## config.mk

```make
export PLATFORM = sky130hd
export DESIGN_NAME = sprite_blitter
export DESIGN_NICKNAME = d
export VERILOG_FILES = /design/src/rtl/ppu_pkg.sv /design/src/rtl/sprite_row_shifter.sv /design/src/rtl/sprite_blitter.sv
export SDC_FILE = /design/constraint.sdc
export NUM_CORES = 1
export LEC_CHECK = 0
export ABC_AREA = 1
export ABC_CLOCK_PERIOD_IN_PS = 5600
export CAP_MARGIN = 20
export CORE_MARGIN = 1.5
export CORE_UTILIZATION = 30
export CTS_CLUSTER_DIAMETER = 60
export DETAILED_ROUTE_END_ITERATION = 10
export GPL_TIMING_DRIVEN = 0
export PLACE_DENSITY = 0.58
export SYNTH_ARGS = -nofsm -noshare
export SYNTH_HDL_FRONTEND = slang
export SYNTH_SLANG_ARGS = --single-unit
```

## constraint.sdc

```tcl
create_clock -name clk -period 5.6 [get_ports clk]
set_input_delay 1.12 -clock clk [delete_from_list [all_inputs] [get_ports clk]]
set_output_delay 1.12 -clock clk [all_outputs]
set_load 0.02 [all_outputs]
```

## src/rtl/ppu_pkg.sv

```systemverilog
// rtl/ppu_pkg.sv - shared state type, pattern width and geometry helpers for sprite_blitter
// Optional feature macro: CHIP8_SPRITE16_EN (16x16 sprites when n = 0, 24-bit pattern).
// Contents: state_t (FSM states), PAT_W/PAT_BYTES/SPR_W (datapath widths),
//           fb_row_bytes()/fb_bytes() (framebuffer geometry from the display parameters).
package ppu_pkg;

  typedef enum logic [2:0] {
    IDLE,
    CLR,
    SPR_RD,
    SPR_LATCH,
    FB_RD,
    FB_WAIT,
    FB_WR,
    DONE
  } state_t;

`ifdef CHIP8_SPRITE16_EN
  localparam int PAT_W = 24;
`else
  localparam int PAT_W = 16;
`endif
  localparam int PAT_BYTES = PAT_W / 8;
  // Sprite row width feeding the shifter: 8 bits, or 16 with wide sprites.
  localparam int SPR_W = PAT_W - 8;

  function automatic int fb_row_bytes(input int screen_w);
    return screen_w / 8;
  endfunction

  function automatic int fb_bytes(input int screen_w, input int screen_h);
    return (screen_w * screen_h) / 8;
  endfunction

endpackage

```

## src/rtl/sprite_row_shifter.sv

```systemverilog
// rtl/sprite_row_shifter.sv - aligns one sprite row to the framebuffer byte grid
// Optional feature macro: CHIP8_SPRITE16_EN (via ppu_pkg widths).
// Ports: sprite  in  SPR_W      sprite row, leftmost pixel in the MSB
//        shift   in  3          x0 % 8
//        pattern out PAT_W      row shifted right by x0 % 8; byte k = pattern[PAT_W-1-8k -: 8]
//        nonzero out PAT_BYTES  bit k set when pattern byte k has any pixel set
module sprite_row_shifter
  import ppu_pkg::*;
(
  input  logic [SPR_W-1:0]     sprite,
  input  logic [2:0]           shift,
  output logic [PAT_W-1:0]     pattern,
  output logic [PAT_BYTES-1:0] nonzero
);

  always_comb begin
    pattern = {sprite, 8'h00} >> shift;
    nonzero = '0;
    for (int k = 0; k < PAT_BYTES; k++) begin
      nonzero[k] = |pattern[PAT_W-1-8*k -: 8];
    end
  end

endmodule

```

## src/rtl/sprite_blitter.sv

```systemverilog
// rtl/sprite_blitter.sv - XOR sprite draw and framebuffer clear engine with collision flag
// Optional feature macro: CHIP8_SPRITE16_EN (n = 0 draws a 16x16 sprite).
// Ports: clk, reset (sync, active high); draw/clear command pulses; wrap (1 = wrap, 0 = clip);
//        address (sprite base I), sprite_height (n), x/y (origin);
//        busy, done (1-cycle pulse), collision (VF);
//        mem_read_address/enable, mem_read_data (valid the cycle after the address);
//        mem_write_address/data/enable (driven 0 when not writing).
module sprite_blitter
  import ppu_pkg::*;
#(
  parameter int                ADDR_W   = 12,
  parameter int                SCREEN_W = 64,
  parameter int                SCREEN_H = 32,
  parameter logic [ADDR_W-1:0] FB_BASE  = ADDR_W'('hF00)
) (
  input  logic              clk,
  input  logic              reset,
  input  logic              draw,
  input  logic              clear,
  input  logic              wrap,
  input  logic [ADDR_W-1:0] address,
  input  logic [3:0]        sprite_height,
  input  logic [7:0]        x,
  input  logic [7:0]        y,
  output logic              busy,
  output logic              done,
  output logic              collision,
  output logic [ADDR_W-1:0] mem_read_address,
  output logic              mem_read_enable,
  input  logic [7:0]        mem_read_data,
  output logic [ADDR_W-1:0] mem_write_address,
  output logic [7:0]        mem_write_data,
  output logic              mem_write_enable
);

  localparam int FB_ROW_BYTES = fb_row_bytes(SCREEN_W);
  localparam int FB_BYTES     = fb_bytes(SCREEN_W, SCREEN_H);

  state_t            state_q, state_d;
  logic [ADDR_W-1:0] addr_q, clr_cnt_q;
  logic [15:0]       x0_q, y0_q;
  logic              wrap_q, collision_q;
  logic [4:0]        n_q, r_q;
  logic [1:0]        k_q;
  logic [SPR_W-1:0]  row_data_q;
  logic [7:0]        old_q;

  logic [SPR_W-1:0]     cur_sprite, spr_in;
  logic [PAT_W-1:0]     pattern;
  logic [PAT_BYTES-1:0] nonzero, valid;
  logic [7:0]           pat_byte;
  logic [15:0]          col_base, row_sum, row_y, col_raw, col;
  logic [1:0]           next_k;
  logic                 has_next, row_end_done, first_half;
  logic [ADDR_W-1:0]    spr_addr, fb_addr;

`ifdef CHIP8_SPRITE16_EN
  logic wide_q, half_q;
  localparam state_t ZERO_N_STATE = SPR_RD;
  assign first_half = wide_q && !half_q;
  assign cur_sprite = wide_q ? {row_data_q[15:8], mem_read_data} : {mem_read_data, 8'h00};
  assign spr_addr   = wide_q ? addr_q + ADDR_W'({r_q, half_q}) : addr_q + ADDR_W'(r_q);
`else
  localparam state_t ZERO_N_STATE = DONE;
  assign first_half = 1'b0;
  assign cur_sprite = mem_read_data;
  assign spr_addr   = addr_q + ADDR_W'(r_q);
`endif

  // In SPR_LATCH the row is taken straight off the read port so the skip
  // decision costs no extra cycle; afterwards the latched copy is used.
  assign spr_in = (state_q == SPR_LATCH) ? cur_sprite : row_data_q;

  sprite_row_shifter u_shifter (
    .sprite  (spr_in),
    .shift   (x0_q[2:0]),
    .pattern (pattern),
    .nonzero (nonzero)
  );

  always_comb begin
    col_base = x0_q >> 3;
    row_sum  = y0_q + 16'(r_q);
    row_y    = row_sum & 16'(SCREEN_H - 1);
    col_raw  = col_base + 16'(k_q);
    col      = col_raw & 16'(FB_ROW_BYTES - 1);
    fb_addr  = FB_BASE + ADDR_W'(32'(row_y) * 32'(FB_ROW_BYTES) + 32'(col));
    pat_byte = '0;
    valid    = '0;
    for (int k = 0; k < PAT_BYTES; k++) begin
      if (2'(k) == k_q) pat_byte = pattern[PAT_W-1-8*k -: 8];
      valid[k] = nonzero[k] && (wrap_q || (col_base + 16'(k) < 16'(FB_ROW_BYTES)));
    end
    // Lowest-numbered pending byte after the current one (any byte when a row starts).
    has_next = 1'b0;
    next_k   = '0;
    for (int k = PAT_BYTES - 1; k >= 0; k--) begin
      if (valid[k] && ((state_q == SPR_LATCH) || (2'(k) > k_q))) begin
        has_next = 1'b1;
        next_k   = 2'(k);
      end
    end
    row_end_done = (r_q + 5'd1 == n_q) ||
                   (!wrap_q && (row_sum + 16'd1 >= 16'(SCREEN_H)));
  end

  always_ff @(posedge clk) begin
    if (reset) state_q <= IDLE;
    else       state_q <= state_d;
  end

  always_comb begin
    state_d = state_q;
    case (state_q)
      IDLE:      if (clear) state_d = CLR;
                 else if (draw) state_d = (sprite_height == 4'd0) ? ZERO_N_STATE : SPR_RD;
      CLR:       if (clr_cnt_q == ADDR_W'(FB_BYTES - 1)) state_d = DONE;
      SPR_RD:    state_d = SPR_LATCH;
      SPR_LATCH: if (first_half)        state_d = SPR_RD;
                 else if (has_next)     state_d = FB_RD;
                 else if (row_end_done) state_d = DONE;
                 else                   state_d = SPR_RD;
      FB_RD:     state_d = FB_WAIT;
      FB_WAIT:   state_d = FB_WR;
      FB_WR:     if (has_next)          state_d = FB_RD;
                 else if (row_end_done) state_d = DONE;
                 else                   state_d = SPR_RD;
      DONE:      state_d = IDLE;
      default:   state_d = IDLE;
    endcase
  end

  always_comb begin
    busy              = (state_q != IDLE) && (state_q != DONE);
    done              = (state_q == DONE);
    collision         = collision_q;
    mem_read_enable   = 1'b0;
    mem_read_address  = '0;
    mem_write_enable  = 1'b0;
    mem_write_address = '0;
    mem_write_data    = '0;
    case (state_q)
      SPR_RD: begin mem_read_enable = 1'b1; mem_read_address = spr_addr; end
      FB_RD:  begin mem_read_enable = 1'b1; mem_read_address = fb_addr;  end
      CLR:    begin mem_write_enable = 1'b1; mem_write_address = FB_BASE + clr_cnt_q; end
      FB_WR:  begin
        mem_write_enable  = 1'b1;
        mem_write_address = fb_addr;
        mem_write_data    = old_q ^ pat_byte;
      end
      default: ;
    endcase
  end

  always_ff @(posedge clk) begin
    if (reset) begin
      addr_q      <= '0;
      clr_cnt_q   <= '0;
      x0_q        <= '0;
      y0_q        <= '0;
      wrap_q      <= 1'b0;
      collision_q <= 1'b0;
      n_q         <= '0;
      r_q         <= '0;
      k_q         <= '0;
      row_data_q  <= '0;
      old_q       <= '0;
`ifdef CHIP8_SPRITE16_EN
      wide_q      <= 1'b0;
      half_q      <= 1'b0;
`endif
    end else begin
      case (state_q)
        IDLE: begin
          if (clear) begin
            clr_cnt_q   <= '0;
            collision_q <= 1'b0;
          end else if (draw) begin
            addr_q      <= address;
            x0_q        <= 16'(x) & 16'(SCREEN_W - 1);
            y0_q        <= 16'(y) & 16'(SCREEN_H - 1);
            wrap_q      <= wrap;
            r_q         <= '0;
            k_q         <= '0;
            collision_q <= 1'b0;
`ifdef CHIP8_SPRITE16_EN
            wide_q      <= (sprite_height == 4'd0);
            half_q      <= 1'b0;
            n_q         <= (sprite_height == 4'd0) ? 5'd16 : {1'b0, sprite_height};
`else
            n_q         <= {1'b0, sprite_height};
`endif
          end
        end
        CLR: clr_cnt_q <= clr_cnt_q + ADDR_W'(1);
        SPR_LATCH: begin
          if (first_half) begin
            row_data_q <= SPR_W'({mem_read_data, 8'h00});
`ifdef CHIP8_SPRITE16_EN
            half_q     <= 1'b1;
`endif
          end else begin
            row_data_q <= cur_sprite;
            k_q        <= next_k;
            if (!has_next) begin
              r_q <= r_q + 5'd1;
`ifdef CHIP8_SPRITE16_EN
              half_q <= 1'b0;
`endif
            end
          end
        end
        FB_WAIT: old_q <= mem_read_data;
        FB_WR: begin
          collision_q <= collision_q | (|(old_q & pat_byte));
          k_q         <= next_k;
          if (!has_next) begin
            r_q <= r_q + 5'd1;
`ifdef CHIP8_SPRITE16_EN
            half_q <= 1'b0;
`endif
          end
        end
        default: ;
      endcase
    end
  end

endmodule

```

==> impl_summary.txt, run 1 <==
----------------------------------------------------
[CTS]
  Worst-skew pair later-pin latency ... 330 ps
  Clock tree from TritonCTS ... built
  CTS clock-pin slew for the worst setup and hold paths ... 50 ps
  Total CTS buffers ... 9
  Post-CTS repair timing setup buffer count ... 0
  CTS Hold Bufs ... 0
  H-Tree Depth ... 3
  Number of cells upsized or downsized after cts ... 0
  Number of clock sinks ... 66
  Clock tree root buffer cell ... sky130_fd_sc_hd__clkbuf_16
  Clock Tree Buf Depth ... 2

[Job]
  Max Cap Violations ... 0

[Die]
  Starting density of the core ... 0.310
  Die area ... 15200 µm²
  Die X-Extent ... 123 µm
  Vertical die dimension ... ~120 µm
  Standard-cell rows ... 43
  Number of top-level pins ... about 80
  Core area ... 14000 µm²

[STA]
  Unrepaired setup endpoints after global routing ... no
  Count of endpoints failing hold in the final timing report ... 0
  Worst setup skew after layout ... 7.74 ps
  Worst-Margin Slew ... 810 ps
  Final critical-path setup slack ... 962 ps
  Final setup viols ... 0
  Portion of the clock cycle consumed by the worst path in the final layout ... 0.828
  Count of final max-slew check failures ... 0
  Upper clock frequency limit ... 216 MHz
  Fin Setup TNS ... 0 ps
  Max-slew headroom at the worst pin ... 0.456
  Minimum clock period after layout ... 4640 ps

[Logic synthesis]
  Share of synthesized area spent on multiplexers ... 0.00230
  Number of distinct standard cells referenced by the synthesized netlist ... 46
  Mapped Area ... 4350 µm²
  Share of synthesized cell area in and, or, nand and nor gates ... 0.320
  Number of enable-type register cells in the synthesized netlist ... 0
  Primary FF master, synth ... sky130_fd_sc_hd__dfxtp_1
  Synthesized netlist net count ... 718
  Cell count after synthesis ... 646
  Post-synthesis share of cell area spent on full adders, half adders and majority gates ... 0.0811
  Part of the Yosys area used for sequential elements ... 0.304
  Synth warn ... 0
  Dominant combinational cell family by area after synthesis ... simple AND/OR/NAND/NOR gates
  Average cell area after synthesis ... just under 7 µm²
  Register bit count reported by yosys ... 66
  Post-synthesis async set-or-reset flop share ... 0
  Xor and xnor area share after synthesis ... 0.0221
  Compound-gate portion of the synthesized area ... 0.176

[Worst setup path]
  Reg-to-reg endpoint ... state_q[0]
  Maximum fanout encountered on the critical timing path ... 4
  Crit path capture type ... primary output
  Critical path class ... input port to primary output
  Worst setup SP type ... input port
  Worst r2r src ... r_q[0]
  Depth of the worst register-to-register path ... 13
  Data arrival time of the worst path ... 3520 ps
  Register-to-register setup slack ... 3160 ps
  Data required time of the critical path ... between 4000 and 5000 ps

[Place]
  Final estimated routing congestion in global placement ... 0.916
  I/O Buffers ... 75
  Setup slack at placement ... 920 ps
  Estimated wirelength of the detail-placed design ... 10900 µm

[Power]
  Total power draw ... 2.13 mW
  Static Leak ... 2.33 nW
  Largest vdd supply drop ... 134 µV
  Power density of the placed cells ... ~380 nW/µm²

[Layout]
  Antenna Cells ... 0
  Layout Nets ... 804
  Fraction of layout instances using a drive strength above 1 ... 0.0707
  Area growth, synth to finish ... 29.1%
  Core occupancy in the finished layout ... 0.400

[Drt]
  Average vias per placed instance ... just over 5
  Final wirelength ... 14100 µm
  Vias ... 4647
  First-pass detailed-route iteration total ... 5
  Post-detailed-route DRC marker count ... 0
  Avg WL per Cell ... around 15 µm
  Count of antenna-violating nets left after detailed routing ... 0
  First-iteration detailed-routing DRC count ... 353

[Global route]
  Largest net degree at the start of global routing ... 11
  Aggregate global-route resource usage ... 0.191
  Wire length of the first global-routing pass ... 22400 µm
  Remaining global-route overflow ... 0
  Via count of the first global-routing pass ... 4435
  Initial antenna violation count ... 0

[Run status]
  Result of the run ... complete, no violations

[Worst hold path]
  Tightest Hold Check Type ... flop to flop
  Cell depth of the worst min-delay path ... 2
  Hold Path Sink ... old_q[0]
  Launch instance of the worst min-delay path ... old_q[0]

----------------------------------------------------
==> cells in the final DEF (no fill, tap or decap), drive strengths merged, types with 5 or more instances in the layout <==
master / instances
o21ai: 54
o22ai: 12
ha: 25
dfxtp: 66
xnor2: 6
clkbuf: 31
a21oi: 52
clkdlybuf4s50: 75
nand4: 8
buf: 10
inv: 71
nand3: 72
xor2: 5
nor2: 91
nand2: 120
nor3: 7
==> where the power goes <==
| part | internal, mW | switching, mW | leakage (nW) |
|---|---|---|---|
| registers | 0.541 | 0.0497 | 0.536 |
| logic | 0.356 | 0.635 | 1.64 |
| clock network | 0.344 | 0.206 | 0.147 |
==> synth_stat cells (3+ instances only) <==
master	count	area, µm²
sky130_fd_sc_hd__a211oi_1	3	22.5
sky130_fd_sc_hd__a21oi_1	48	240
sky130_fd_sc_hd__a21oi_2	4	35.0
sky130_fd_sc_hd__buf_2	4	20.0
sky130_fd_sc_hd__clkbuf_1	17	63.8
sky130_fd_sc_hd__dfxtp_1	66	1320
sky130_fd_sc_hd__ha_1	25	313
sky130_fd_sc_hd__inv_1	68	255
sky130_fd_sc_hd__nand2_1	108	405
sky130_fd_sc_hd__nand2_2	10	62.6
sky130_fd_sc_hd__nand3_1	68	340
sky130_fd_sc_hd__nand3_2	3	30.0
sky130_fd_sc_hd__nand4_1	8	50.1
sky130_fd_sc_hd__nor2_1	87	327
sky130_fd_sc_hd__nor3_1	7	35.0
sky130_fd_sc_hd__nor4_1	4	25.0
sky130_fd_sc_hd__o21ai_0	51	255
sky130_fd_sc_hd__o21ai_1	3	15.0
sky130_fd_sc_hd__o22ai_1	12	75.1
sky130_fd_sc_hd__o31ai_1	4	30.0
sky130_fd_sc_hd__xnor2_1	6	52.6
sky130_fd_sc_hd__xor2_1	5	43.8
==> cell type report <==
type,count,area (µm²)
Buffer,28,136
Clock buffer,13,280
Clock inverter,2,10.0
Fill cell,1472,8420
Inverter,72,278
Multi-Input combinational cell,480,2620
Sequential cell,66,1320
Tap cell,180,225
Timing Repair Buffer,75,751
==> metrics by stage <==
stage	hold slack, ps	instance area (µm²)	std cells
global route	492	5620	916
CTS	473	5620	916
finish	472	5620	916
detailed placement	464	5330	901
floorplan	445	4350	646
global placement	458	5330	901
==> state kept, by name, indices dropped and copies added (netlist names) <==
register,flops
clr_cnt_q,12
row_data_q,8
y0_q,5
collision,1
addr_q,12
wrap_q,1
state_q,3
k_q,1
n_q,4
r_q,5
x0_q,6
old_q,8
==> layer usage <==
| metal | GRT usage | up-vias | wire length, µm |
|---|---|---|---|
| met5 | 0 | - | 0 |
| met1 | 0.252 | 2164 | 6690 |
| met3 | 0.0314 | 11 | 748 |
| met2 | 0.325 | 129 | 6530 |
| li1 | - | 2343 | - |
| met4 | 0.0474 | 0 | 159 |
==> worst max path at each step <==
stage	from	end	slack [ps]	cells past startpoint
2_1_floorplan	mem_read_data[3]	mem_write_data[3]	2190	11
3_3_place_gp	mem_read_data[1]	mem_write_data[2]	910	11
3_5_place_dp	mem_read_data[1]	mem_write_data[2]	920	11
4_1_cts	mem_read_data[1]	mem_write_data[2]	920	11
5_1_grt	mem_read_data[1]	mem_write_data[7]	790	11
6_report	mem_read_data[1]	mem_write_data[2]	960	11
==> logic make-up (layout without fill, tap and decap cells) <==
logic type / count (synthesis) / after routing
compound gates: 136 / 136
xor+xnor: 11 / 11
fa+ha+maj: 27 / 27
buf+inv: 100 / 190
flops: 66 / 66
mux: 1 / 1
simple gates: 305 / 305
==> critical path, cell delays in order <==
cell,delay (ps)
sky130_fd_sc_hd__clkdlybuf4s50_1,510
sky130_fd_sc_hd__nand4_1,210
sky130_fd_sc_hd__nand3_1,190
sky130_fd_sc_hd__nand3_1,120
sky130_fd_sc_hd__nor2_1,180
sky130_fd_sc_hd__nor2_1,60
sky130_fd_sc_hd__a31oi_1,210
sky130_fd_sc_hd__ha_1,270
sky130_fd_sc_hd__inv_1,60
sky130_fd_sc_hd__nor2_1,40
sky130_fd_sc_hd__clkdlybuf4s50_1,560
Note: power is estimated with default switching activity, not from simulation.
==> run 2, diff against run 1 <==
Settings changed: ABC_CLOCK_PERIOD_IN_PS 5600 to 3900, PLACE_DENSITY 0.58 to 0.6.
Clock period 5.6 ns to 3.9 ns, I/O delays scaled along.
==> impl_summary.txt, run 2 (same netlist as run 1, synthesis figures left out) <==
----------------------------------------------------
[Run status]
  Result of the run ... complete, no violations (unchanged)

[Die]
  Starting density of the core ... 0.310 (unchanged)
  Number of top-level pins ... 82 (unchanged)
  Core area ... 14000 µm² (unchanged)
  Vertical die dimension ... 123 µm (unchanged)
  Die area ... 15200 µm² (unchanged)
  Die X-Extent ... 123 µm (unchanged)
  Standard-cell rows ... 43 (unchanged)

[Place]
  I/O Buffers ... 75 (unchanged)
  Final estimated routing congestion in global placement ... 0.891 (was 0.916)
  Estimated wirelength of the detail-placed design ... 10500 µm (was 10900 µm)

[Drt]
  Avg WL per Cell ... 14.9 µm (was 15.4 µm)
  Average vias per placed instance ... 5.01 (was 5.07)
  Count of antenna-violating nets left after detailed routing ... 0 (unchanged)
  Post-detailed-route DRC marker count ... 0 (unchanged)
  Vias ... 4600 (was 4647)
  First-iteration detailed-routing DRC count ... 320 (was 353)
  Final wirelength ... 13600 µm (was 14100 µm)
  First-pass detailed-route iteration total ... 5 (unchanged)

[Worst setup path]
  Reg-to-reg endpoint ... collision (was state_q[0])
  Maximum fanout encountered on the critical timing path ... 3 (was 4)
  Worst r2r src ... state_q[2] (was r_q[0])
  Crit path capture type ... primary output (unchanged)
  Worst setup SP type ... input port (unchanged)
  Data arrival time of the worst path ... 2980 ps (was 3520 ps)
  Register-to-register setup slack ... 1500 ps (was 3160 ps)
  Setup crit end ... mem_write_data[4] (was mem_write_data[2])
  Crit path from ... mem_read_data[3] (was mem_read_data[1])
  Data required time of the critical path ... 3120 ps (was 4480 ps)
  Depth of the worst register-to-register path ... 16 (was 13)
  Critical path class ... input port to primary output (unchanged)

[CTS]
  H-Tree Depth ... 3 (unchanged)
  Clock tree from TritonCTS ... built (unchanged)
  Clock tree root buffer cell ... sky130_fd_sc_hd__clkbuf_16 (unchanged)
  Number of clock sinks ... 66 (unchanged)
  Total CTS buffers ... 9 (unchanged)
  Clock Tree Buf Depth ... 2 (unchanged)
  CTS Hold Bufs ... 0 (unchanged)
  Worst-skew pair later-pin latency ... 340 ps (was 330 ps)
  CTS clock-pin slew for the worst setup and hold paths ... 50 ps (about the same)

[Layout]
  Fraction of layout instances using a drive strength above 1 ... 0.0718 (was 0.0707)
  Most used cells in the layout excluding fill and tap cells ... 108 x sky130_fd_sc_hd__nand2_1, 87 x sky130_fd_sc_hd__nor2_1, 68 x sky130_fd_sc_hd__nand3_1, 68 x sky130_fd_sc_hd__inv_1 (was 108 x sky130_fd_sc_hd__nand2_1, 87 x sky130_fd_sc_hd__nor2_1, 75 x sky130_fd_sc_hd__clkdlybuf4s50_1, 68 x sky130_fd_sc_hd__nand3_1, 68 x sky130_fd_sc_hd__inv_1)
  Area growth, synth to finish ... 30.3% (was 29.1%)
  Most common library cell in the layout ignoring fill and taps ... sky130_fd_sc_hd__nand2_1 (unchanged)
  Fillers ... 1490 (was 1472)
  Largest registers ... addr_q x12, clr_cnt_q x12 (unchanged)
  Layout Nets ... 805 (was 804)
  Antenna Cells ... 0 (unchanged)

[Worst hold path]
  Tightest Hold Check Type ... flop to flop (unchanged)

[Global route]
  Remaining global-route overflow ... 0 (unchanged)
  Wire length of the first global-routing pass ... 21700 µm (was 22400 µm)
  Initial antenna violation count ... 0 (unchanged)
  Largest net degree at the start of global routing ... 11 (unchanged)
  Via count of the first global-routing pass ... 4309 (was 4435)
  Aggregate global-route resource usage ... 0.190 (was 0.191)

[STA]
  Max-slew headroom at the worst pin ... 0.446 (was 0.456)
  Upper clock frequency limit ... 266 MHz
  Fin Setup TNS ... 0 ps (unchanged)
  Minimum clock period after layout ... 3760 ps
  Final setup viols ... 0 (unchanged)
  Worst setup skew after layout ... 5.97 ps (was 7.74 ps)
  Count of final max-slew check failures ... 0 (unchanged)
  Count of endpoints failing hold in the final timing report ... 0 (unchanged)
  Worst-Margin Slew ... 825 ps (was 810 ps)
  Portion of the clock cycle consumed by the worst path in the final layout ... 0.963
  Final hold slack ... 467 ps (was 472 ps)

[Power]
  Total power draw ... 3.16 mW (was 2.13 mW)
  Largest vdd supply drop ... 222 µV (was 134 µV)
  Static Leak ... 2.48 nW (was 2.33 nW)
  Power density of the placed cells ... 556 nW/µm² (was 380 nW/µm²)

[Job]
  Max Cap Violations ... 0 (unchanged)

----------------------------------------------------
-- run 2: cell count changes in the layout (fill, tap and decap cells not counted), moves of 2 or more --
| cell | before | now |
|---|---|---|
| sky130_fd_sc_hd__clkinv_2 | 2 | 0 |
| sky130_fd_sc_hd__clkdlybuf4s50_1 | 75 | 64 |
| sky130_fd_sc_hd__dfxtp_2 | 0 | 2 |
| sky130_fd_sc_hd__clkbuf_8 | 4 | 1 |
| sky130_fd_sc_hd__clkbuf_1 | 17 | 21 |
| sky130_fd_sc_hd__dlymetal6s2s_1 | 0 | 7 |
| sky130_fd_sc_hd__dfxtp_1 | 66 | 64 |
| sky130_fd_sc_hd__bufinv_16 | 0 | 2 |
| sky130_fd_sc_hd__dlygate4sd2_1 | 0 | 4 |
-- run 2: how the worst min path moves through the flow --
stage                         from       end  depth (start not counted)
after floorplan           old_q[0]  old_q[0]                          2
after global placement    old_q[4]  old_q[4]                          2
after detailed placement  old_q[7]  old_q[7]                          2
after CTS                 old_q[7]  old_q[7]                          2
after global routing      old_q[4]  old_q[4]                          2
final                     old_q[4]  old_q[4]                          2
-- run 2: cell type report --
cell class	count	area, µm²	area share
plain buffers	28	136	0.0241
clock buffers	14	254	0.0448
clock inverters	2	60.1	0.0106
inverters	72	278	0.0490
multi-input cells	480	2620	0.462
flip-flops and latches	66	1320	0.233
well taps	180	225	0.0397
repair buffers	76	771	0.136
-- run 2: where the power goes --
group	total [mW]	switching, mW	internal [mW]
logic	1.42	0.906	0.512
registers	0.847	0.0695	0.777
clock network	0.890	0.312	0.579
total	3.16	1.29	1.87
-- run 2: layer usage --
layer / routed length (µm) / GRT usage / vias to the layer above
li1: - / - / 2343
met1: 6570 / 0.256 / 2088
met2: 5960 / 0.295 / 146
met3: 807 / 0.0374 / 23
met4: 294 / 0.0761 / 0
met5: 0 / 0 / -
-- run 2: stage by stage --
| step | cells | area (µm²) | utilization | setup slack [ps] |
|---|---|---|---|---|
| finish | 918 | 5670 | 0.404 | 144 |
| global route | 918 | 5670 | 0.404 | -9.54 |
| CTS | 917 | 5640 | 0.401 | 4.15 |
| detailed placement | 901 | 5330 | 0.379 | -81.2 |
| global placement | 901 | 5330 | 0.379 | -162 |
| floorplan | 646 | 4350 | - | 922 |
-- run 2: worst max-delay path: stages --
cell and delay (ps):
sky130_fd_sc_hd__clkdlybuf4s50_1 530, sky130_fd_sc_hd__nand4_1 210, sky130_fd_sc_hd__buf_4 210, sky130_fd_sc_hd__nand3_2 70, sky130_fd_sc_hd__nand2_1 50, sky130_fd_sc_hd__nand2_1 90
sky130_fd_sc_hd__nand3_1 130, sky130_fd_sc_hd__mux2i_1 200, sky130_fd_sc_hd__ha_1 270, sky130_fd_sc_hd__inv_1 60, sky130_fd_sc_hd__nor2_1 40, sky130_fd_sc_hd__dlygate4sd2_1 340
-- run 2: repair_timing --
action                     CTS  global route
setup endpoints to repair    7             9
pin swaps                    1             1
resized for setup            6             9
setup buffers                0             1
==> run 3, diff against run 2 <==
Settings changed: ABC_CLOCK_PERIOD_IN_PS 3900 to 3500, PLACE_DENSITY 0.6 to 0.58.
Clock period 3.9 ns to 3.5 ns, I/O delays scaled along.
==> impl_summary.txt, run 3 (same netlist as run 1, synthesis figures left out) <==
----------------------------------------------------
[Drt]
  Vias ... 4672 (was 4600)
  First-iteration detailed-routing DRC count ... 372 (was 320)
  Average vias per placed instance ... 5.07 (was 5.01)
  First-pass detailed-route iteration total ... 5 (unchanged)
  Post-detailed-route DRC marker count ... 0 (unchanged)
  Count of antenna-violating nets left after detailed routing ... 0 (unchanged)
  Final wirelength ... 14300 µm (was 13600 µm)
  Avg WL per Cell ... 15.5 µm (was 14.9 µm)

[CTS]
  Total CTS buffers ... 9 (unchanged)
  Clock Tree Buf Depth ... 2 (unchanged)
  Clock tree from TritonCTS ... built (unchanged)
  CTS clock-pin slew for the worst setup and hold paths ... 50 ps (about the same)
  Worst-skew pair later-pin latency ... 330 ps (was 340 ps)
  H-Tree Depth ... 3 (unchanged)
  Number of clock sinks ... 66 (unchanged)
  Clock tree root buffer cell ... sky130_fd_sc_hd__clkbuf_16 (unchanged)

[Place]
  Post-Place Cell Area ... 5330 µm² (unchanged)
  Setup slack at placement ... -340 ps (was -81.2 ps)
  Placed cell count ... 901 (unchanged)
  Estimated wirelength of the detail-placed design ... 10900 µm (was 10500 µm)
  I/O Buffers ... 75 (unchanged)
  Final estimated routing congestion in global placement ... 0.916 (was 0.891)

[Global route]
  Wire length of the first global-routing pass ... 22400 µm (was 21700 µm)
  Via count of the first global-routing pass ... 4442 (was 4309)
  Initial antenna violation count ... 0 (unchanged)
  Largest net degree at the start of global routing ... 11 (unchanged)
  Remaining global-route overflow ... 0 (unchanged)
  Aggregate global-route resource usage ... 0.191 (was 0.190)

[Layout]
  Antenna Cells ... 0 (unchanged)
  Most used cells in the layout excluding fill and tap cells ... 107 x sky130_fd_sc_hd__nand2_1, 84 x sky130_fd_sc_hd__nor2_1, 68 x sky130_fd_sc_hd__inv_1, 65 x sky130_fd_sc_hd__nand3_1, 63 x sky130_fd_sc_hd__dfxtp_1 (was 108 x sky130_fd_sc_hd__nand2_1, 87 x sky130_fd_sc_hd__nor2_1, 68 x sky130_fd_sc_hd__nand3_1, 68 x sky130_fd_sc_hd__inv_1)
  Final cell count without fillers ... 921 (was 918)
  Layout Nets ... 809 (was 805)
  Largest registers ... addr_q x12, clr_cnt_q x12 (unchanged)
  Non-Filler Cell Area, Final ... 5680 µm² (was 5670 µm²)
  Area growth, synth to finish ... 30.6% (was 30.3%)
  Fraction of layout instances using a drive strength above 1 ... 0.116 (was 0.0718)
  Most common library cell in the layout ignoring fill and taps ... sky130_fd_sc_hd__nand2_1 (unchanged)
  Core occupancy in the finished layout ... 0.405 (was 0.404)
  Fillers ... 1474 (was 1490)

[Worst setup path]
  CP Buf/Inv Count ... 4 (unchanged)
  Data required time of the critical path ... 2800 ps (was 3120 ps)
  Register-to-register setup slack ... 1140 ps (was 1500 ps)
  Worst setup SP type ... input port (unchanged)
  Crit path capture type ... primary output (unchanged)
  Slowest stage delay, CP ... 510 ps (was 530 ps)
  Worst r2r src ... x0_q[0] (was state_q[2])
  Depth of the worst register-to-register path ... 11 (was 16)
  Critical path class ... input port to primary output (unchanged)
  List of cells traversed by the critical path ... clkdlybuf4s50_1 -> nand4_1 -> buf_4 -> nand3_2 -> nand3_1 -> nand2_1 -> nand2_1 -> o21ai_0 -> ha_1 -> inv_1 -> nor2_1 -> clkbuf_2 (was clkdlybuf4s50_1 -> nand4_1 -> buf_4 -> nand3_2 -> nand2_1 -> nand2_1 -> nand3_1 -> mux2i_1 -> ha_1 -> inv_1 -> nor2_1 -> dlygate4sd2_1)
  Crit path top cell by count ... sky130_fd_sc_hd__nand2_1 (unchanged)
  Maximum fanout encountered on the critical timing path ... 3 (unchanged)
  Slowest cell on the critical path ... sky130_fd_sc_hd__clkdlybuf4s50_1 (unchanged)
  Reg-to-reg endpoint ... collision (unchanged)
  Category of cells accounting for the largest share of critical-path delay ... buffers and inverters (unchanged)
  Crit. path cell count ... 12 (unchanged)
  Data arrival time of the worst path ... 2670 ps (was 2980 ps)

[Power]
  Total power draw ... 3.43 mW (was 3.16 mW)
  Power density of the placed cells ... 604 nW/µm² (was 556 nW/µm²)
  Static Leak ... 2.50 nW (was 2.48 nW)
  Largest vdd supply drop ... 207 µV (was 222 µV)

[Die]
  Number of top-level pins ... 82 (unchanged)
  Starting density of the core ... 0.310 (unchanged)
  Die area ... 15200 µm² (unchanged)
  Die X-Extent ... 123 µm (unchanged)
  Standard-cell rows ... 43 (unchanged)
  Core area ... 14000 µm² (unchanged)
  Vertical die dimension ... 123 µm (unchanged)

[STA]
  Upper clock frequency limit ... 296 MHz
  Minimum clock period after layout ... 3370 ps
  Worst setup skew after layout ... 5.22 ps (was 5.97 ps)
  Count of endpoints failing hold in the final timing report ... 0 (unchanged)
  Final hold slack ... 470 ps (was 467 ps)
  Worst-Margin Slew ... 748 ps (was 825 ps)
  Fin Setup TNS ... 0 ps (unchanged)
  Count of final max-slew check failures ... 0 (unchanged)
  Max-slew headroom at the worst pin ... 0.497 (was 0.446)
  Portion of the clock cycle consumed by the worst path in the final layout ... 0.964
  Final critical-path setup slack ... 126 ps (was 144 ps)
  Final setup viols ... 0 (unchanged)

[Job]
  Max Cap Violations ... 0 (unchanged)

[Run status]
  Result of the run ... complete, no violations (unchanged)

[Worst hold path]
  Tightest Hold Check Type ... flop to flop (unchanged)
  Cell depth of the worst min-delay path ... 2 (unchanged)
  Hold Path Sink ... old_q[5] (was old_q[4])
  Launch instance of the worst min-delay path ... old_q[5] (was old_q[4])

----------------------------------------------------
==> run 3: cell count changes in the layout (fill, tap and decap cells not counted), moves of 3 or more <==
cell                              before  now
sky130_fd_sc_hd__nand3_1              68   65
sky130_fd_sc_hd__clkdlybuf4s50_1      64   56
sky130_fd_sc_hd__buf_2                 4    7
sky130_fd_sc_hd__nor2_1               87   84
sky130_fd_sc_hd__nor3_1                7    4
sky130_fd_sc_hd__clkbuf_2              0    9
sky130_fd_sc_hd__buf_4                 3    7
sky130_fd_sc_hd__dlygate4sd2_1         4    1
sky130_fd_sc_hd__clkbuf_1             21   17
sky130_fd_sc_hd__nand3_2               3    6
sky130_fd_sc_hd__clkbuf_8              1    4
==> run 3: per-layer routing <==
metal,vias to the layer above,track usage,share of wire
li1,2354,-,-
met5,-,0,0
met4,0,0.0474,0.012
met2,145,0.325,0.47
met1,2160,0.253,0.47
met3,13,0.0314,0.056
==> run 3: layout make-up <==
type / count / area (µm²) / share of cell area
Tap cell: 180 / 225 / 0.0396
Sequential cell: 66 / 1330 / 0.234
Multi-Input combinational cell: 480 / 2680 / 0.472
Timing Repair Buffer: 80 / 742 / 0.131
Buffer: 28 / 136 / 0.0240
Clock inverter: 2 / 10.0 / 0.00176
Inverter: 72 / 278 / 0.0489
Clock buffer: 13 / 280 / 0.0493
==> run 3: report_power, final <==
| group | internal (mW) | total [mW] | switching (mW) |
|---|---|---|---|
| Clock | 0.551 | 0.883 | 0.332 |
| Sequential | 0.868 | 0.947 | 0.0790 |
| Combinational | 0.569 | 1.60 | 1.03 |
| Total | 1.99 | 3.43 | 1.44 |
==> run 3: worst max-delay path by stage <==
stage                     start             endpoint  slack, ps
6_report       mem_read_data[2]    mem_write_data[3]        130
5_1_grt        mem_read_data[2]    mem_write_data[7]         -1
4_1_cts        mem_read_data[2]    mem_write_data[3]          2
3_5_place_dp   mem_read_data[1]    mem_write_data[2]       -340
3_3_place_gp   mem_read_data[1]    mem_write_data[2]       -350
2_1_floorplan            r_q[0]  mem_read_address[8]        600
==> run 3: what timing repair did <==
item,CTS,global route
hold buffers,0,0
pin swaps,3,8
endpoints found under the setup margin,16,26
endpoints found under the hold margin,0,0
setup buffers,2,3
gates resized for setup,24,47
==> run 3: worst register-to-register path, cell delays in order, from the launching register on <==
cell and delay (ps):
sky130_fd_sc_hd__dfxtp_1 440, sky130_fd_sc_hd__clkbuf_1 420, sky130_fd_sc_hd__nand2_1 140, sky130_fd_sc_hd__nand3_1 100, sky130_fd_sc_hd__nand3_1 100, sky130_fd_sc_hd__nand3_1 90, sky130_fd_sc_hd__o21ai_0 140, sky130_fd_sc_hd__ha_1 230
sky130_fd_sc_hd__nor4_1 290, sky130_fd_sc_hd__a21oi_1 110, sky130_fd_sc_hd__a21oi_1 120, sky130_fd_sc_hd__nor2_1 50
